`src/rtl/iir_sos_pkg.sv`:
```
// Shared definitions for the SOS cascade: coefficient slot layout,
// sequencer state encoding, accumulator control and the fixed-point
// round-and-saturate helper.
package iir_sos_pkg;

  // Coefficient slots within one section (address = stage*N_COEF + idx).
  localparam int IDX_B0   = 0;
  localparam int IDX_B1   = 1;
  localparam int IDX_B2   = 2;
  localparam int IDX_A1   = 3;
  localparam int IDX_A2   = 4;
  localparam int IDX_GAIN = 5;
  localparam int N_COEF   = 6;

  // One section is evaluated in seven steps: five MACs, a gain multiply, a store.
  typedef enum logic [2:0] {
    ST_IDLE,
    ST_MAC0,
    ST_MAC1,
    ST_MAC2,
    ST_MAC3,
    ST_MAC4,
    ST_GAIN,
    ST_STORE
  } iir_state_e;

  // Accumulator control: LOAD replaces the sum with the current product.
  typedef enum logic [1:0] {
    MAC_HOLD,
    MAC_LOAD,
    MAC_ADD,
    MAC_SUB
  } mac_op_e;

  // Round half up at bit 'frac', then clamp to a signed 'out_w'-bit range.
  // Works on 64-bit values so any accumulator up to 64 bits can be passed in;
  // callers cast the result down to their sample width.
  function automatic logic signed [63:0] round_sat(input logic signed [63:0] val,
                                                   input int frac,
                                                   input int out_w);
    logic signed [63:0] rnd;
    logic signed [63:0] hi;
    logic signed [63:0] lo;
    rnd = (val + (64'sd1 <<< (frac - 1))) >>> frac;
    hi  = (64'sd1 <<< (out_w - 1)) - 64'sd1;
    lo  = -hi - 64'sd1;
    if (rnd > hi) begin
      return hi;
    end else if (rnd < lo) begin
      return lo;
    end
    return rnd;
  endfunction

endpackage

```
`src/rtl/sos_mac.sv`:
```
// Single signed multiplier feeding a wide accumulator. The rounded and
// saturated view of the accumulator is always available on rs_o; it is the
// section's pre-gain value after the MAC steps and the section output after
// the gain step.
module sos_mac
  import iir_sos_pkg::*;
#(
  parameter int DATA_SIZE = 24,
  parameter int COEF_SIZE = 22,
  parameter int COEF_FRAC = 18
) (
  input  logic                        clk,
  input  logic                        reset,
  input  mac_op_e                     op_i,
  input  logic signed [DATA_SIZE-1:0] a_i,
  input  logic signed [COEF_SIZE-1:0] b_i,
  output logic signed [DATA_SIZE-1:0] rs_o
);

  localparam int PROD_W = DATA_SIZE + COEF_SIZE;
  localparam int ACC_W  = DATA_SIZE + COEF_SIZE + 4;

  logic signed [PROD_W-1:0] prod;
  logic signed [ACC_W-1:0]  prod_ext;
  logic signed [ACC_W-1:0]  acc_q;
  logic signed [ACC_W-1:0]  acc_d;

  assign prod     = PROD_W'(a_i) * PROD_W'(b_i);
  assign prod_ext = ACC_W'(prod);
  assign rs_o     = DATA_SIZE'(round_sat(64'(acc_q), COEF_FRAC, DATA_SIZE));

  // Accumulator next value selected by the sequencer's control code.
  always_comb begin
    acc_d = acc_q;
    case (op_i)
      MAC_LOAD: acc_d = prod_ext;
      MAC_ADD:  acc_d = acc_q + prod_ext;
      MAC_SUB:  acc_d = acc_q - prod_ext;
      default:  acc_d = acc_q;
    endcase
  end

  // Accumulator register, cleared on reset.
  always_ff @(posedge clk) begin
    if (!reset) begin
      acc_q <= '0;
    end else begin
      acc_q <= acc_d;
    end
  end

endmodule

```
`src/rtl/iir_sos_cascade.sv`:
```
// Cascade of second-order IIR sections sharing one multiplier. A sample
// accepted on sample_trig walks through every section in seven cycles each;
// the last section's output lands on data_out with a filter_done pulse.
// Handshake: sample_trig is honoured only while busy=0 (else overrun pulses
// the following cycle); busy rises at the accepting edge and falls at the
// edge that raises filter_done; data_out holds between filter_done pulses.
module iir_sos_cascade
  import iir_sos_pkg::*;
#(
  parameter int STAGES    = 2,
  parameter int DATA_SIZE = 24,
  parameter int COEF_SIZE = 22,
  parameter int COEF_FRAC = 18,
  localparam int ADDR_W   = $clog2(STAGES * 6)
) (
  input  logic                        clk,
  input  logic                        reset,
  input  logic signed [DATA_SIZE-1:0] data_in,
  input  logic                        sample_trig,
  input  logic                        cfg_we,
  input  logic [ADDR_W-1:0]           cfg_addr,
  input  logic signed [COEF_SIZE-1:0] cfg_data,
  output logic signed [DATA_SIZE-1:0] data_out,
  output logic                        filter_done,
  output logic                        busy,
  output logic                        overrun,
  output iir_state_e                  dbg_state
);

  localparam int NCOEF = STAGES * N_COEF;
  localparam int SW    = (STAGES > 1) ? $clog2(STAGES) : 1;
  localparam logic signed [COEF_SIZE-1:0] COEF_ONE = COEF_SIZE'(64'd1 << COEF_FRAC);

  iir_state_e state_q, state_d;
  logic [SW-1:0] stage_q, stage_d;

  logic signed [COEF_SIZE-1:0] coef_q [NCOEF];
  logic signed [DATA_SIZE-1:0] x1_q [STAGES];
  logic signed [DATA_SIZE-1:0] x2_q [STAGES];
  logic signed [DATA_SIZE-1:0] y1_q [STAGES];
  logic signed [DATA_SIZE-1:0] y2_q [STAGES];
  logic signed [DATA_SIZE-1:0] in_q;
  logic signed [DATA_SIZE-1:0] data_out_q;
  logic                        done_q;
  logic                        overrun_q;

  logic                        busy_w;
  logic                        last_stage;
  logic signed [DATA_SIZE-1:0] x_cur;
  logic signed [DATA_SIZE-1:0] mac_a;
  logic signed [DATA_SIZE-1:0] mac_rs;
  logic signed [COEF_SIZE-1:0] coef_rd;
  logic [ADDR_W-1:0]           rd_addr;
  int                          coef_idx;
  mac_op_e                     mac_op;

  assign busy_w      = (state_q != ST_IDLE);
  assign last_stage  = (stage_q == SW'(STAGES - 1));
  assign busy        = busy_w;
  assign data_out    = data_out_q;
  assign filter_done = done_q;
  assign overrun     = overrun_q;
  assign dbg_state   = state_q;

  // Section input: the latched sample for stage 0, otherwise the previous
  // section's most recent output (its y1 right after its store).
  always_comb begin
    x_cur = in_q;
    if (stage_q != '0) begin
      x_cur = y1_q[stage_q - SW'(1)];
    end
  end

  // Sequencer state and current section index.
  always_ff @(posedge clk) begin
    if (!reset) begin
      state_q <= ST_IDLE;
      stage_q <= '0;
    end else begin
      state_q <= state_d;
      stage_q <= stage_d;
    end
  end

  // Next state plus per-step multiplier operand and accumulator control.
  always_comb begin
    state_d  = state_q;
    stage_d  = stage_q;
    mac_op   = MAC_HOLD;
    mac_a    = '0;
    coef_idx = IDX_B0;
    case (state_q)
      ST_IDLE: begin
        if (sample_trig) begin
          state_d = ST_MAC0;
          stage_d = '0;
        end
      end
      ST_MAC0: begin
        mac_op = MAC_LOAD; mac_a = x_cur; coef_idx = IDX_B0; state_d = ST_MAC1;
      end
      ST_MAC1: begin
        mac_op = MAC_ADD; mac_a = x1_q[stage_q]; coef_idx = IDX_B1; state_d = ST_MAC2;
      end
      ST_MAC2: begin
        mac_op = MAC_ADD; mac_a = x2_q[stage_q]; coef_idx = IDX_B2; state_d = ST_MAC3;
      end
      ST_MAC3: begin
        mac_op = MAC_SUB; mac_a = y1_q[stage_q]; coef_idx = IDX_A1; state_d = ST_MAC4;
      end
      ST_MAC4: begin
        mac_op = MAC_SUB; mac_a = y2_q[stage_q]; coef_idx = IDX_A2; state_d = ST_GAIN;
      end
      ST_GAIN: begin
        // rs is the rounded section sum v; scale it by the section gain.
        mac_op = MAC_LOAD; mac_a = mac_rs; coef_idx = IDX_GAIN; state_d = ST_STORE;
      end
      ST_STORE: begin
        if (last_stage) begin
          state_d = ST_IDLE;
        end else begin
          stage_d = stage_q + SW'(1);
          state_d = ST_MAC0;
        end
      end
      default: state_d = ST_IDLE;
    endcase
  end

  assign rd_addr = ADDR_W'(32'(stage_q) * N_COEF + coef_idx);
  assign coef_rd = coef_q[rd_addr];

  sos_mac #(
    .DATA_SIZE(DATA_SIZE),
    .COEF_SIZE(COEF_SIZE),
    .COEF_FRAC(COEF_FRAC)
  ) u_mac (
    .clk   (clk),
    .reset (reset),
    .op_i  (mac_op),
    .a_i   (mac_a),
    .b_i   (coef_rd),
    .rs_o  (mac_rs)
  );

  // Coefficient bank: passthrough defaults, writable only while idle.
  always_ff @(posedge clk) begin
    if (!reset) begin
      for (int k = 0; k < NCOEF; k++) begin
        coef_q[k] <= (((k % N_COEF) == IDX_B0) || ((k % N_COEF) == IDX_GAIN)) ? COEF_ONE : '0;
      end
    end else if (cfg_we && !busy_w && (32'(cfg_addr) < NCOEF)) begin
      coef_q[cfg_addr] <= cfg_data;
    end
  end

  // Sample latch, per-section history, output register and status pulses.
  always_ff @(posedge clk) begin
    if (!reset) begin
      in_q       <= '0;
      data_out_q <= '0;
      done_q     <= 1'b0;
      overrun_q  <= 1'b0;
      for (int s = 0; s < STAGES; s++) begin
        x1_q[s] <= '0;
        x2_q[s] <= '0;
        y1_q[s] <= '0;
        y2_q[s] <= '0;
      end
    end else begin
      done_q    <= 1'b0;
      overrun_q <= sample_trig && busy_w;
      if ((state_q == ST_IDLE) && sample_trig) begin
        in_q <= data_in;
      end
      if (state_q == ST_STORE) begin
        x2_q[stage_q] <= x1_q[stage_q];
        x1_q[stage_q] <= x_cur;
        y2_q[stage_q] <= y1_q[stage_q];
        y1_q[stage_q] <= mac_rs;
        if (last_stage) begin
          data_out_q <= mac_rs;
          done_q     <= 1'b1;
        end
      end
    end
  end

endmodule

```
`config.mk`:
```
export PLATFORM = sky130hd
export DESIGN_NAME = iir_sos_cascade
export DESIGN_NICKNAME = d
export VERILOG_FILES = /design/src/rtl/iir_sos_pkg.sv /design/src/rtl/sos_mac.sv /design/src/rtl/iir_sos_cascade.sv
export SDC_FILE = /design/constraint.sdc
export NUM_CORES = 2
export LEC_CHECK = 0
export BUFFER_PORTS_ARGS = -buffer_cell sky130_fd_sc_hd__buf_4
export CORE_AREA = 2 2 233 464
export CTS_CLUSTER_DIAMETER = 80
export DETAILED_ROUTE_END_ITERATION = 7
export DIE_AREA = 0 0 235 466
export HOLD_SLACK_MARGIN = 0.06
export PLACE_DENSITY = 0.68
export SYNTH_ARGS = -nofsm -noshare
export SYNTH_HDL_FRONTEND = slang
export SYNTH_SLANG_ARGS = --single-unit
```
`constraint.sdc`:
```
create_clock -name clk -period 11.27 [get_ports clk]
set_input_delay 2.254 -clock clk [delete_from_list [all_inputs] [get_ports clk]]
set_output_delay 2.254 -clock clk [all_outputs]
set_load 0.02 [all_outputs]
```
==> results_dict.tcl <==
set metrics [dict create \
    ys_async_sr_fraction_pct 0 \
    relSlewSlack_pct 28.4 \
    cp-start-kind "flip-flop" \
    synth_area_um2 52500 \
    slowest_delay_ps 570 \
    cp_num_buf_inv 14 \
    coreArea_um2 106000 \
    cp_top_family "adder cells" \
    setup_viol 22 \
    finalSetupTns_ps -12240 \
    r2r_start "u_mac.acc_q[17]$_SDFFE_PN0P_" \
    viasPerCell 5.66 \
    yosysSeqAreaShare_pct 35.1 \
    clk_pin_slew_ps 70 \
    finClkSkew_ps 35.6 \
    grt_max_degree 72 \
    io_pins 84 \
    clock_sinks 649 \
    cp.arrival_ps 12870 \
    rows 169 \
    fin_crit_ps 12270 \
    hold_path_class "reg -> reg" \
    synth_edf_count 544 \
    n_fill_cell 8676 \
    timing_worst_slew_pin_value_ps 1070 \
    end_kind "flip-flop" \
    yosys_most_used_dff "edfxtp_1" \
    required_ps 11870 \
    place_worst_setup_slack_ps -1320 \
    fmax_mhz 81.5 \
    routedWlPerCell_um 24.1 \
    cp_max_fo 6 \
    grt_overflow 0 \
    dp_hpwl_mm 137 \
    cts_tree "done" \
    grt_pass1_wl_mm 258 \
    outcome "finished with violations" \
    start_util_pct 49.6 \
    drtIter0Drc 2143 \
    avgSynthCellArea_um2 10.6 \
    grt_pass1_vias 43900 \
    rsz0062_at_grt "true" \
    hold_viol 0 \
    die_h_um 466 \
    area_growth_pct 24.1 \
    violations "setup timing" \
    synth-seq-cells 649 \
    period_share_pct 109 \
    setup_slack_ps -996 \
    place_congestion 1.01 \
    maxSlewViolCount 0 \
    root_buffer "clkbuf_16" \
    drc 0 \
    clockBufferDepth 3 \
    cp_common_cell "buf_4" \
    track_usage_pct 31.7 \
    h-tree-depth 2 \
    yosysUniqueCellTypes 99 \
    via_count 40700 \
    fin_nets 6581 \
    synthCells 4943 \
    yosys_warnings 0 \
    dieArea_um2 110000 \
    antenna_left 0 \
    crit_path_start "u_mac.acc_q[17]$_SDFFE_PN0P_" \
    drive_gt1_share_pct 25.9 \
    crit_slowest_cell "fa_2" \
    routed_wl_mm 174 \
    first_pass_iters 5 \
    die_x_um 235 \
    path_class "reg -> reg" \
    drv_cap 0 \
    port_buffers 83 \
    min_from "data_out[18]$_SDFFE_PN0P_" \
    clk_latency_ps 690 \
    cts-buffers-inserted 58 \
    whs_ps 457 \
    antenna_found_initial 1 \
]
[synth_stat cells (all sizes together), types with 62 or more instances]
| master | number | area share, % |
|---|---|---|
| nand2 | 479 | 3.4 |
| xnor2 | 87 | 1.5 |
| nor2 | 475 | 3.4 |
| fa | 544 | 21 |
| ha | 194 | 4.6 |
| xor2 | 62 | 1.0 |
| mux2i | 151 | 2.9 |
| a21oi | 149 | 1.4 |
| clkbuf | 249 | 1.8 |
| dfxtp | 105 | 4.0 |
| mux4 | 100 | 4.3 |
| and2 | 322 | 3.8 |
| edfxtp | 544 | 31 |
| o21ai | 101 | 1.0 |
| inv | 653 | 4.7 |
| a21o | 81 | 1.2 |
[layout make-up]
class | count | area, um^2 | share of cell area (%)
antenna | 1 | 2.50 | 0.00384
tap | 1368 | 1710 | 2.63
timing repair buffer | 977 | 8130 | 12.5
clock buffer | 80 | 1560 | 2.40
clock inverter | 26 | 352 | 0.540
multi-input combinational | 3448 | 32400 | 49.8
inverter | 655 | 2460 | 3.78
sequential | 649 | 18500 | 28.4
[worst paths after layout]
kind                                  end  slack (ps)  depth (start not counted)
max          u_mac.acc_q[49]$_SDFFE_PN0P_       -1000                         55
max reg2reg  u_mac.acc_q[49]$_SDFFE_PN0P_       -1000                         55
min reg2reg     data_out[18]$_SDFFE_PN0P_         460                          1
min             data_out[18]$_SDFFE_PN0P_         460                          1
[layer usage]
| layer | vias to the layer above | GRT usage [%] | wire, um |
|---|---|---|---|
| li1 | 18100 | - | - |
| met1 | 20400 | 27.8 | 50300 |
| met2 | 1504 | 60.4 | 94100 |
| met4 | 2 | 29.5 | 20100 |
| met3 | 727 | 5.16 | 9190 |
| met5 | - | 0 | 12 |
[logic make-up (layout without fill, tap and decap cells)]
group / count (synthesis) / after routing / synth area share, %
simple gates: 1588 / 1588 / 14.5
buf+inv: 933 / 1738 / 6.71
fa+ha+maj: 738 / 738 / 25.4
flops: 649 / 649 / 35.1
compound gates: 622 / 622 / 8.32
mux: 263 / 263 / 7.43
xor+xnor: 149 / 149 / 2.51
other cells: 1 / 89 / 0.00714
[state kept, by name, indices dropped and copies added, names as in the netlist, named ones only]
name         count
x2_q            48
filter_done      1
last_stage       1
u_mac.acc_q     50
dbg_state        3
y1_q            48
data_out        24
in_q            24
coef_q         352
x1_q            48
y2_q            48
overrun          1
[through the flow]
stage | cell area (um^2) | utilization (%) | instances
6_report | 65200 | 61.5 | 7204
3_5_place_dp | 61300 | 57.9 | 7013
5_1_grt | 65200 | 61.5 | 7203
2_1_floorplan | 53300 | - | 5030
3_3_place_gp | 61300 | 57.9 | 7013
4_1_cts | 64000 | 60.4 | 7156
[layout by cell type, fill, tap and decap left out, drive strengths merged, types with 56 or more instances in the layout]
cell type  synthesis  layout
nand2            479     479
a21oi            149     149
nor2             475     475
xor2              62      62
ha               194     194
edfxtp           544     544
a21o              81      81
mux2i            151     151
clkbuf           249      80
mux4             100     100
xnor2             87      87
buf               29     977
fa               544     544
nand2b            56      56
o21ai            101     101
conb               1      88
inv              653     657
and2             322     322
dfxtp            105     105
[repair_timing]
| action | 4_1_cts | 5_1_grt |
|---|---|---|
| hold endpoints to repair | 0 | 0 |
| hold buffers | 0 | 0 |
| gates cloned | 1 | 0 |
| endpoints found under the setup margin | 27 | 32 |
| pin swaps | 44 | 157 |
| resized for setup | 111 | 179 |
| setup buffers | 36 | 50 |
Power is not shown: default switching activity piles up to over one toggle a cycle in this logic, so the estimate is an artifact.
